--- src/rtl/polar_dec_pkg.sv ---
// Shared types and constants for the 2-path list SC polar decoder back end.
package polar_dec_pkg;

    localparam int METRIC_W = 16;
    localparam int MAX_BITS = 64;
    localparam int IDX_W    = 7;

    typedef logic path_idx_t;

    typedef enum logic [1:0] {
        IDLE    = 2'd0,
        COLLECT = 2'd1,
        SELECT  = 2'd2,
        OUTPUT  = 2'd3
    } state_e;

endpackage

--- src/rtl/path_store.sv ---
// Two survivor-path registers with a copy-on-write write port and one read port.
module path_store #(
    parameter int MAX_BITS = polar_dec_pkg::MAX_BITS,
    parameter int IDX_W    = polar_dec_pkg::IDX_W
) (
    input  logic                     clk,
    input  logic                     reset,
    input  logic                     clear,
    input  logic                     wr_en,
    input  logic [IDX_W-1:0]         wr_idx,
    input  polar_dec_pkg::path_idx_t cont_path_0,
    input  polar_dec_pkg::path_idx_t cont_path_1,
    input  logic                     hard_dec_0,
    input  logic                     hard_dec_1,
    input  polar_dec_pkg::path_idx_t rd_sel,
    input  logic [IDX_W-1:0]         rd_idx,
    output logic                     rd_bit
);

    logic [MAX_BITS-1:0] path_0;
    logic [MAX_BITS-1:0] path_1;
    logic [MAX_BITS-1:0] src_0;
    logic [MAX_BITS-1:0] src_1;
    logic [MAX_BITS-1:0] next_0;
    logic [MAX_BITS-1:0] next_1;
    logic [MAX_BITS-1:0] rd_word;

    // Both new paths are built from the pre-update registers, so swaps and duplicates are exact.
    always_comb begin
        src_0  = cont_path_0 ? path_1 : path_0;
        src_1  = cont_path_1 ? path_1 : path_0;
        next_0 = '0;
        next_1 = '0;
        for (int unsigned i = 0; i < MAX_BITS; i++) begin
            if (i < 32'(wr_idx)) begin
                next_0[i] = src_0[i];
                next_1[i] = src_1[i];
            end else if (i == 32'(wr_idx)) begin
                next_0[i] = hard_dec_0;
                next_1[i] = hard_dec_1;
            end
        end
    end

    always_ff @(posedge clk or negedge reset) begin
        if (!reset) begin
            path_0 <= '0;
            path_1 <= '0;
        end else if (clear) begin
            path_0 <= '0;
            path_1 <= '0;
        end else if (wr_en) begin
            path_0 <= next_0;
            path_1 <= next_1;
        end
    end

    always_comb begin
        rd_word = rd_sel ? path_1 : path_0;
        rd_bit  = 1'b0;
        for (int unsigned i = 0; i < MAX_BITS; i++) begin
            if (32'(rd_idx) == i) begin
                rd_bit = rd_word[i];
            end
        end
    end

endmodule

--- src/rtl/path_memory.sv ---
// Survivor-path memory: collects info bits per list path, picks the best metric, streams it out.
module path_memory #(
    parameter int MAX_BITS = polar_dec_pkg::MAX_BITS,
    parameter int IDX_W    = polar_dec_pkg::IDX_W,
    parameter int METRIC_W = polar_dec_pkg::METRIC_W
) (
    input  logic                clk,
    input  logic                reset,
    input  logic                enb,
    input  logic                start,
    input  logic [IDX_W-1:0]    blkLen,
    input  logic                pathWrEn,
    input  logic                hardDecs_0,
    input  logic                hardDecs_1,
    input  logic                contPaths_0,
    input  logic                contPaths_1,
    input  logic [METRIC_W-1:0] metrics_0,
    input  logic [METRIC_W-1:0] metrics_1,
    input  logic                finalize,
    input  logic                outReady,
    output logic                decBit,
    output logic                decValid,
    output logic                decLast,
    output logic                winner,
    output logic [METRIC_W-1:0] winMetric,
    output logic                busy,
    output logic                done,
    output logic                errFlag
);

    import polar_dec_pkg::*;

    localparam logic [1:0] ST_IDLE    = IDLE;
    localparam logic [1:0] ST_COLLECT = COLLECT;
    localparam logic [1:0] ST_SELECT  = SELECT;
    localparam logic [1:0] ST_OUTPUT  = OUTPUT;

    logic [1:0]       state;
    logic [IDX_W-1:0] blk_k;
    logic [IDX_W-1:0] wr_idx;
    logic [IDX_W-1:0] rd_idx;
    logic             blk_ok;
    logic             start_ok;
    logic             collecting;
    logic             wr_room;
    logic             wr_go;
    logic             wr_en;
    logic [IDX_W-1:0] wr_idx_next;
    logic             last_beat;
    logic             rd_bit;

    always_comb begin
        blk_ok      = (blkLen != '0) && (int'(blkLen) <= MAX_BITS);
        start_ok    = start && blk_ok;
        collecting  = (state == ST_COLLECT);
        wr_room     = (wr_idx < blk_k);
        wr_go       = collecting && pathWrEn && wr_room;
        wr_en       = enb && !start_ok && wr_go;
        wr_idx_next = wr_idx + IDX_W'(wr_go);
        last_beat   = (rd_idx == blk_k - IDX_W'(1));
    end

    path_store #(
        .MAX_BITS(MAX_BITS),
        .IDX_W   (IDX_W)
    ) u_store (
        .clk        (clk),
        .reset      (reset),
        .clear      (enb && start_ok),
        .wr_en      (wr_en),
        .wr_idx     (wr_idx),
        .cont_path_0(contPaths_0),
        .cont_path_1(contPaths_1),
        .hard_dec_0 (hardDecs_0),
        .hard_dec_1 (hardDecs_1),
        .rd_sel     (winner),
        .rd_idx     (rd_idx),
        .rd_bit     (rd_bit)
    );

    always_ff @(posedge clk or negedge reset) begin
        if (!reset) begin
            state     <= ST_IDLE;
            blk_k     <= '0;
            wr_idx    <= '0;
            rd_idx    <= '0;
            winner    <= 1'b0;
            winMetric <= '0;
            done      <= 1'b0;
            errFlag   <= 1'b0;
        end else if (enb) begin
            done <= 1'b0;
            if (start && !blk_ok) begin
                errFlag <= 1'b1;
            end
            if (start_ok) begin
                blk_k   <= blkLen;
                wr_idx  <= '0;
                rd_idx  <= '0;
                errFlag <= 1'b0;
                state   <= ST_COLLECT;
            end else begin
                case (state)
                    ST_COLLECT: begin
                        wr_idx <= wr_idx_next;
                        if (pathWrEn && !wr_room) begin
                            errFlag <= 1'b1;
                        end
                        // Metric compare happens here so winner is already stable during SELECT.
                        if (finalize) begin
                            state     <= ST_SELECT;
                            winner    <= (metrics_1 < metrics_0);
                            winMetric <= (metrics_1 < metrics_0) ? metrics_1 : metrics_0;
                            if (wr_idx_next < blk_k) begin
                                errFlag <= 1'b1;
                            end
                        end
                    end
                    ST_SELECT: begin
                        rd_idx <= '0;
                        state  <= ST_OUTPUT;
                    end
                    ST_OUTPUT: begin
                        if (outReady) begin
                            if (last_beat) begin
                                state <= ST_IDLE;
                                done  <= 1'b1;
                            end else begin
                                rd_idx <= rd_idx + IDX_W'(1);
                            end
                        end
                    end
                    default: state <= ST_IDLE;
                endcase
            end
        end
    end

    always_comb begin
        decValid = (state == ST_OUTPUT);
        decBit   = decValid && rd_bit;
        decLast  = decValid && last_beat;
        busy     = (state != ST_IDLE);
    end

endmodule

--- config.mk ---
export PLATFORM = sky130hd
export DESIGN_NAME = path_memory
export DESIGN_NICKNAME = d
export VERILOG_FILES = /design/src/rtl/polar_dec_pkg.sv /design/src/rtl/path_store.sv /design/src/rtl/path_memory.sv
export SDC_FILE = /design/constraint.sdc
export NUM_CORES = 1
export LEC_CHECK = 0
export BUFFER_PORTS_ARGS = -buffer_cell sky130_fd_sc_hd__buf_2
export CORE_MARGIN = 4
export CORE_UTILIZATION = 57
export CTS_CLUSTER_DIAMETER = 60
export CTS_CLUSTER_SIZE = 40
export DETAILED_ROUTE_END_ITERATION = 10
export PLACE_DENSITY = 0.78
export SKIP_CTS_REPAIR_TIMING = 1
export SYNTH_ARGS = -nofsm -noshare
export SYNTH_HDL_FRONTEND = slang
export SYNTH_SLANG_ARGS = --single-unit
--- constraint.sdc ---
create_clock -name clk -period 3.4 [get_ports clk]
set_input_delay 0.68 -clock clk [delete_from_list [all_inputs] [get_ports clk]]
set_output_delay 0.68 -clock clk [all_outputs]
set_load 0.02 [all_outputs]
Word-level counts from Yosys, hierarchy flattened --
Index checks and enable logic that the tools add are counted.
Word-level totals: flip-flop bits (word level) 170, latch bits 0, RAM bits 0, memory bits (read-only) 0, bits of input ports 50, output and inout port bits 23, memories 0
Operators by class: add/sub/neg operators 3, multipliers 0, divide/modulo/power cells 0, order comparisons 68, eq/ne operators 262, shift-type cells 0, multiplexer cells 349, bitwise gates (word level) 1, reduce and logical (&&, ||, !) cells 154
Operators with widths (count):
- $mux 64 | 7
- $ne 3x2->1 const B | 129
- $mux 1 | 330
- $reduce_and 2->1 | 130
- $eq 6x7->1 const A | 32
- $eq 7x6->1 const B | 32
- $lt 6x7->1 const A | 32
- $eq 5x7->1 const A | 16
- $eq 7x5->1 const B | 16
- $lt 5x7->1 const A | 16
- $eq 4x7->1 const A | 8
- $eq 7x4->1 const B | 8
- $lt 4x7->1 const A | 8
- $mux 7 | 5
- $eq 3x7->1 const A | 4
- $eq 7x3->1 const B | 4
- $lt 3x7->1 const A | 4
- $lt 16x16->1 | 1
- $mux 16 | 1
- $eq 2x7->1 const A | 2
- $eq 7x2->1 const B | 2
- $logic_not 7->1 | 2
- $lt 1x7->1 const A | 2
- $lt 2x7->1 const A | 2
- other kinds (22) | 44

Longest topological paths before layout --
Gate-level depths: netlist of run 1.
word-level depth 66, depth in mapped cells 17, mapped depth without buffers 17

Modules after synthesis --
From an unflattened synthesis of run 1, not the netlist that was laid out.
Second synthesis, totals: cells, all modules 1621, area, all modules 13096.3 um^2
Modules (own cells, without submodules):
- path_store | instances 1, cells an instance 1255, area each 9783.1 um^2, seq. area each 3203.1 um^2
- path_memory | instances 1, cells an instance 366, area each 3313.2 um^2, seq. area each 1051.0 um^2

Worst setup path after synthesis of run 1 --
OpenSTA, ideal clock, no wires.
kind register to register, start point register blk_k[1], end point register errFlag, arrival 3.199 ns, setup slack 0.119 ns, stages on the path, launching flop included 17, period minus slack after synthesis 3.281 ns, cell sequence dfrtp_1 > inv_1 > ha_1 > a21o_1 > a21o_1 > a211o_1 > a21oi_2 > ha_1 > ha_1 > ha_1 > a21o_1 > a21o_1 > a21o_1 > a21o_1 > a31oi_1 > a31oi_1 > o21ai_0
On the way: longest elaborated chain between the ends 8, elaborated cells on any way between the ends 11, those cells by class 1 x add/sub; 2 x order compare; 5 x mux; 3 x reduce/logical
Ends and longest elaborated chain:
- start, declared | RTL line path_memory.sv:39 | logic [IDX_W-1:0] blk_k;
- start signal, assigned | RTL line path_memory.sv:97 | blk_k <= blkLen;
- $lt 7x7->1 | RTL line path_memory.sv:56 | wr_room = (wr_idx < blk_k);
- $logic_and 1x1->1 / $logic_not 1->1 (equally long branches) | RTL line path_memory.sv:57, path_memory.sv:106
- $add 7x1->7 / $logic_and 1x1->1 (equally long branches) | RTL line path_memory.sv:59, path_memory.sv:106
- $lt 7x7->1 / $mux 1 (equally long branches) | RTL line path_memory.sv:114, path_memory.sv:106
- $mux 1 | RTL line path_memory.sv:114 | if (wr_idx_next < blk_k) begin
- $mux 1 * | RTL line path_memory.sv:110 | if (finalize) begin
- $mux 1 * | RTL line path_memory.sv:103 | case (state)
- $mux 1 * | RTL line path_memory.sv:96 | if (start_ok) begin
- end signal, assigned | RTL line path_memory.sv:100 | errFlag <= 1'b0;
- end signal, assigned | RTL line path_memory.sv:107 | errFlag <= 1'b1;
- end signal, assigned | RTL line path_memory.sv:115 | errFlag <= 1'b1;
- end, declared | RTL line path_memory.sv:28 | output logic errFlag
Mark *: on every way between the ends. The rest lies on a longest branch, timed or not. A chain may end at the register's enable or synchronous reset.

Worst setup path after layout of run 1 --
start point register winner, end point output decBit
On the way: longest elaborated chain between the ends 66
Ends and longest elaborated chain:
- start, declared | RTL line path_memory.sv:24 | output logic winner,
- start signal, assigned | RTL line path_memory.sv:112 | winner <= (metrics_1 < metrics_0);
- $mux 64 * | RTL line path_store.sv:59 | rd_word = rd_sel ? path_1 : path_0;
- $mux 1 (63 in a row) | RTL line path_store.sv:62 | if (32'(rd_idx) == i) begin
- $mux 1 * | RTL line path_store.sv:62
- $logic_and 1x1->1 * | RTL line path_memory.sv:141 | decBit = decValid && rd_bit;
- end, declared | RTL line path_memory.sv:21 | output logic decBit,
Marked as above.

==> results of run 1 <==
## layout by cell type (no fill, tap or decap), types with 11 or more instances in the layout
master and count:
inv_1 37, and3_1 11, buf_4 110, a21oi_1 114, nand3_1 28, o22ai_1 12, xnor2_1 12, a22oi_1 27
nor2_1 160, mux2_2 41, nand2_1 128, and2_1 15, a32oi_1 31, ha_1 32, a32o_1 11, nor2b_1 12
nor3_1 23, mux2i_1 58, o21ai_0 199, a22o_1 54, buf_2 70, o21ai_1 12, dfrtp_1 167, a21o_1 14
nand2b_1 20, mux2_1 11, o41ai_1 11, a31oi_1 25, nand4_1 12, clkbuf_16 17, o2bb2ai_1 26
## registers in the layout (all words and copies together) (netlist names)
register and flops:
blk_k 7, done 1, errFlag 1, rd_idx 7, state 2, u_store.path_0 64, u_store.path_1 64, winMetric 16
winner 1, wr_idx 7
## per-layer routing
layer,vias to the layer above,share of wire [%],track usage [%]
li1,5974,-,-
met1,6506,37,51.7
met2,1144,41,56.6
met3,334,15,14.5
met4,0,7.3,21.0
met5,-,0,0
## cell families (layout without fill, tap and decap cells)
logic type,count (synthesis),after routing,share of synthesized area (%)
mux,114,114,9.41
compound gates,594,594,29.7
simple gates,464,464,17.1
other cells,0,1,0
xor+xnor,20,20,1.36
buf+inv,165,264,5.53
flops,170,170,33.0
fa+ha+maj,39,39,3.79
## worst paths after layout
path | end | start | slack (ns)
hold / removal | done | reset | 0.30
setup reg to reg | errFlag | blk_k[1] | 0.14
max in group asynchronous | u_store.path_0[0] | reset | 2.25
min in group clk | blk_k[6] | blkLen[6] | 0.48
setup / recovery | decBit | winner | -0.42
hold reg to reg | done | done | 0.50
## per-stage QoR
stage	TNS [ns]	instances	setup WS (ns)	hold slack [ns]
2_1_floorplan	0	1566	0.119	0.384
3_3_place_gp	0	1910	0.0264	0.465
3_5_place_dp	0	1910	0.0121	0.487
4_1_cts	-0.465	1941	-0.458	0.335
5_1_grt	-0.437	1945	-0.437	0.359
6_report	-0.423	1946	-0.423	0.297
## power groups by stage
stage	logic, mW	clock network (mW)	registers, mW
global placement	2.35	0	2.35
finish	2.55	1.90	2.33
CTS	2.40	1.89	2.32
floorplan	1.39	0	2.45
global route	2.70	1.97	2.35
detailed placement	2.38	0	2.36
## worst max-delay path: stages, from the launching register on
cell      delay, ns
dfrtp_4        0.49
buf_12         0.28
buf_4          0.22
mux2i_1        0.37
a221oi_2       0.12
o21ai_0        0.12
a31oi_1        0.13
o31a_1         0.26
o32a_1         0.34
o211a_1        0.23
buf_6          0.13
## final cells by class
cell class                      count  area [µm²]
Clock inverter                     11        88.8
Clock buffer                       20         457
Fill cell                        1826        7280
Inverter                           40         150
Timing Repair Buffer              193        1410
Multi-Input combinational cell   1231        8030
Sequential cell                   170        4260
Antenna cell                        1        2.50
Tap cell                          280         350
==> flow_summary.yaml, run 1 <==
floorplan:
  io_pins: 73
  die_w_um: 158
  num_rows: 54
  die_h_um: 158
  start_util_pct: 58.4
  coreArea_mm2: 0.0220
  dieArea_mm2: 0.0251
drt:
  drtPass1Iterations: 7
  avgViaCountPerCell: 7.17
  drtIter0Drc: 2214
  routed_wl_mm: 49.5
  drc: 0
  ant_nets: 0
  dr_total_vias: 13958
  avgRoutedWirePerCell_um: 25.4
timing:
  rsz0062_at_grt: "yes"
  slew_violations: 0
  finalHoldViolCount: 0
  clock_skew_ns: 0.0122
  slew_headroom_pct: 22.4
  fin_crit_sh_pct: 112
  final.setup.worst_slack_ns: -0.423
  tightest_slew_ns: 1.15
  final.min_clock_period_ns: 3.82
  setup_violations: 1
  max_clock_freq_mhz: 262
run:
  cap_viol_max_count: 0
pwr:
  sw_frac_of_total_pct: 38.8
  seqPwrFrac_pct: 34.4
  ir_worst_vdd_mv: 0.395
  power.total_mw: 6.79
  p_comb_share_pct: 37.6
  p_per_area_mw_per_mm2: 461
  p_int_mw: 4.16
  power.switching_mw: 2.63
  p_leak_nw: 6.46
  pwr-share-clk_pct: 28.0
clock_network:
  htreeDepth: 4
  clockRootBuffer: "clkbuf_16"
  clock_path_buffers: 2
  path_clk_slew_ns: 0.07
  clkLatencyLatePin_ns: 0.44
  cts_buffers: 17
  cts_tree: "built"
  clock-sinks: 170
worst_setup_path:
  cp-start-kind: "flip-flop"
  end_kind: "primary output"
  cp_max_fo: 33
  cp.arrival_ns: 3.14
  path_class: "flip-flop to primary output"
  critical_path_required_ns: 2.72
  worstRegToRegCells: 16
yosys:
  ys.flop_type: "dfrtp_1"
  yosys_warnings: 0
  syn-cell-area_mm2: 0.0129
  syn_nets: 1655
  yosysMostFrequentCell: "o21ai_0"
  synth.largest_area_cell: "dfrtp_1"
  synthArstFlopShare_pct: 100
  synth_cell_types: 76
  synth_area_leaders: "dfrtp_1 33%, o21ai_0 7.9%, mux2i_1 4.7%"
  ys_seq_area_share_pct: 33.0
  synth_top_area_share_pct: 33.0
  synth-edff-count: 0
  avgSynthCellArea_um2: 8.22
  synth_commonest_cells: "202 x o21ai_0, 170 x dfrtp_1, 161 x nor2_1"
  syn-instance-count: 1566
  synth_seq_cells: 170
cells_and_area:
  layout.nets: 1742
  layout-drive-gt1-share_pct: 18.6
  area_growth_pct: 14.6
  final_area_mm2: 0.0147
  post-route-util_pct: 67.0
grt:
  grt_pass1_wl_mm: 76.3
  first_global_vias: 13413
  antenna_found_initial: 1
  grt_max_degree: 83
  grt.overflow.total: 0
  grt.total_usage_pct: 39.3
place:
  gp_congestion: 1.05
  dpl_cell_area_mm2: 0.0140
  hpwlAfterDp_mm: 34.6
  numPortBuffers: 72
status:
  violations: "setup timing"
  outcome: "finished with violations"
worst_hold_path:
  hp-class: "input port to asynchronous set/reset pin"
No activity file was read; power rests on OpenSTA's default activity.
==> run 2: changes to the inputs <==
Settings changed: SYNTH_HIERARCHICAL set to 1.
==> flow_summary.yaml, run 2 <==
yosys:
  synth.largest_area_cell: "dfrtp_1"
  syn_nets: 1706
  syn-instance-count: 1621
  synth_commonest_cells: "202 x nand2_1, 170 x dfrtp_1, 149 x nor2_1"
  avgSynthCellArea_um2: 8.08
  yosys_warnings: 6
  synth-edff-count: 0
  synth_top_area_share_pct: 32.5
  syn-cell-area_mm2: 0.0131
  synth_area_leaders: "dfrtp_1 32%, nand2_1 5.8%, a21oi_1 5.6%"
  yosysMostFrequentCell: "nand2_1"
  synthArstFlopShare_pct: 100
  synth_cell_types: 96
  synth_seq_cells: 170
  ys_seq_area_share_pct: 32.5
  ys.flop_type: "dfrtp_1"
grt:
  first_global_vias: 13309
  grt.overflow.total: 0
  antenna_found_initial: 2
  grt_max_degree: 97
  grt.total_usage_pct: 36.6
  grt_pass1_wl_mm: 74.7
clock_network:
  clkLatencyLatePin_ns: 0.44
  htreeDepth: 4
  clockRootBuffer: "clkbuf_16"
  cts_buffers: 17
  cts_tree: "built"
  clock_path_buffers: 2
  path_clk_slew_ns: 0.08
  clock-sinks: 170
drt:
  avgViaCountPerCell: 7.12
  routed_wl_mm: 48.8
  ant_nets: 0
  drtIter0Drc: 2519
  drtPass1Iterations: 7
  dr_total_vias: 14317
  drc: 0
  avgRoutedWirePerCell_um: 24.3
timing:
  setup_violations: 1
  tns_ns: -0.393
  slew_violations: 0
  final.min_clock_period_ns: 3.79
  finalHoldViolCount: 0
  tightest_slew_ns: 0.947
  hold_slack_ns: 0.218
  slew_headroom_pct: 36.6
  clock_skew_ns: 0.0140
  rsz0062_at_grt: "yes"
  max_clock_freq_mhz: 264
  fin_crit_sh_pct: 112
  final.setup.worst_slack_ns: -0.393
worst_hold_path:
  hp-class: "input port to asynchronous set/reset pin"
cells_and_area:
  final_common_cell: "nand2_1"
  final_cell_mix: "202 x nand2_1, 167 x dfrtp_1, 148 x nor2_1, 139 x a21oi_1, 110 x buf_4"
  layout.nets: 1798
  layout-drive-gt1-share_pct: 18.8
  post-route-util_pct: 66.2
  reg.largest.list: "u_store/path_0 x64, u_store/path_1 x64, winMetric x16"
  area_growth_pct: 14.4
  fill_cells: 1878
  n_antenna_cell: 0
worst_setup_path:
  cp.arrival_ns: 3.11
  end_kind: "primary output"
  crit_path_top_delay_cell: "mux4_2"
  path_class: "flip-flop to primary output"
  cp-start-kind: "flip-flop"
  cp_slowest_stage_delay_ns: 0.64
  crit_chain: "mux4_2, o211a_1, nor3_2, o211ai_1, nor4b_2, a21oi_1, a211oi_2, nor2_1, and2_1, buf_2"
  cp_max_fo: 7
  critical_path_required_ns: 2.72
  cp.buffers_inverters: 1
  crit_family: "compound AO/OA/AOI/OAI gates"
place:
  numPortBuffers: 72
  gp_congestion: 1.03
  hpwlAfterDp_mm: 34.5
floorplan:
  num_rows: 55
  die_w_um: 160
  io_pins: 73
  start_util_pct: 57.8
  coreArea_mm2: 0.0226
  dieArea_mm2: 0.0255
  die_h_um: 160
pwr:
  p_leak_nw: 6.34
  p_per_area_mw_per_mm2: 546
  ir_worst_vdd_mv: 0.369
status:
  outcome: "finished with violations"
  violations: "setup timing"
run:
  cap_viol_max_count: 0
[run 2: cell count changes in the layout (fill, tap and decap cells not counted), sizes merged, moves of 20 or more]
cell,change
o21ai,-109
nor3,+20
a311oi,+20
a21oi,+30
a211oi,+26
nand2,+81
o211ai,+33
o2bb2ai,-25
mux2,-32
a22o,-47
a22oi,+25
inv,+32
mux2i,-24
o31ai,+39
[run 2: area by class of cell]
| cell class | instances | area, µm² | area share, % |
|---|---|---|---|
| tap | 285 | 357 | 2.38 |
| sequential | 170 | 4260 | 28.4 |
| multi-input combinational | 1264 | 8180 | 54.5 |
| inverter | 68 | 259 | 1.73 |
| timing repair buffer | 192 | 1370 | 9.14 |
| clock buffer | 19 | 433 | 2.89 |
| clock inverter | 13 | 131 | 0.877 |
[run 2: cell families after synthesis]
family	share of synthesized area (%)
compound gates	31.1
xor+xnor	1.11
flops	32.5
fa+ha+maj	3.34
buf+inv	6.10
mux	6.04
simple gates	19.8
[run 2: stage by stage]
stage / worst slack, ns / cells / area [µm²] / total power [mW]
6_report: -0.393 / 2011 / 15000 / 8.19
5_1_grt: -0.480 / 2011 / 15000 / 8.52
4_1_cts: -0.555 / 1995 / 14700 / 7.87
3_5_place_dp: -0.235 / 1963 / 14200 / 5.90
3_3_place_gp: -0.0715 / 1963 / 14200 / 5.82
2_1_floorplan: 0.0127 / 1621 / 13100 / 4.80
[run 2: final timing paths]
kind / start / to / slack [ns] / cells after the start
hold reg to reg: winMetric[4] / winMetric[4] / 0.49 / 2
setup reg to reg: blk_k[5] / errFlag / 0.12 / 14
max in group asynchronous: reset / u_store/path_0[63] / 2.38 / 2
hold / removal: reset / rd_idx[1] / 0.22 / 1
min in group clk: blkLen[5] / blk_k[5] / 0.49 / 3
setup / recovery: rd_idx[1] / decBit / -0.39 / 10
[run 2: power breakdown]
group	internal (mW)	switching [mW]
sequential	2.49	0.443
combinational	1.33	1.94
clock	1.04	0.960
[run 2: worst register-to-register path: stages, from the launching register on]
cell	delay [ns]
dfrtp_1	0.41
inv_1	0.12
ha_4	0.23
a2111oi_4	0.34
o21ai_1	0.14
a21oi_1	0.18
ha_2	0.23
ha_2	0.20
nand3_1	0.11
xnor2_1	0.18
ha_1	0.19
a21o_1	0.20
a2111oi_4	0.38
o21ai_1	0.14
a31oi_1	0.15
[run 2: routing by layer]
layer  share of wire (%)  global-route usage [%]  vias up
li1                    -                       -     6238
met1                  38                    49.4     6687
met2                  42                    54.0     1120
met3                  15                    12.6      268
met4                 5.5                    14.8        4
met5               0.055                       0        -
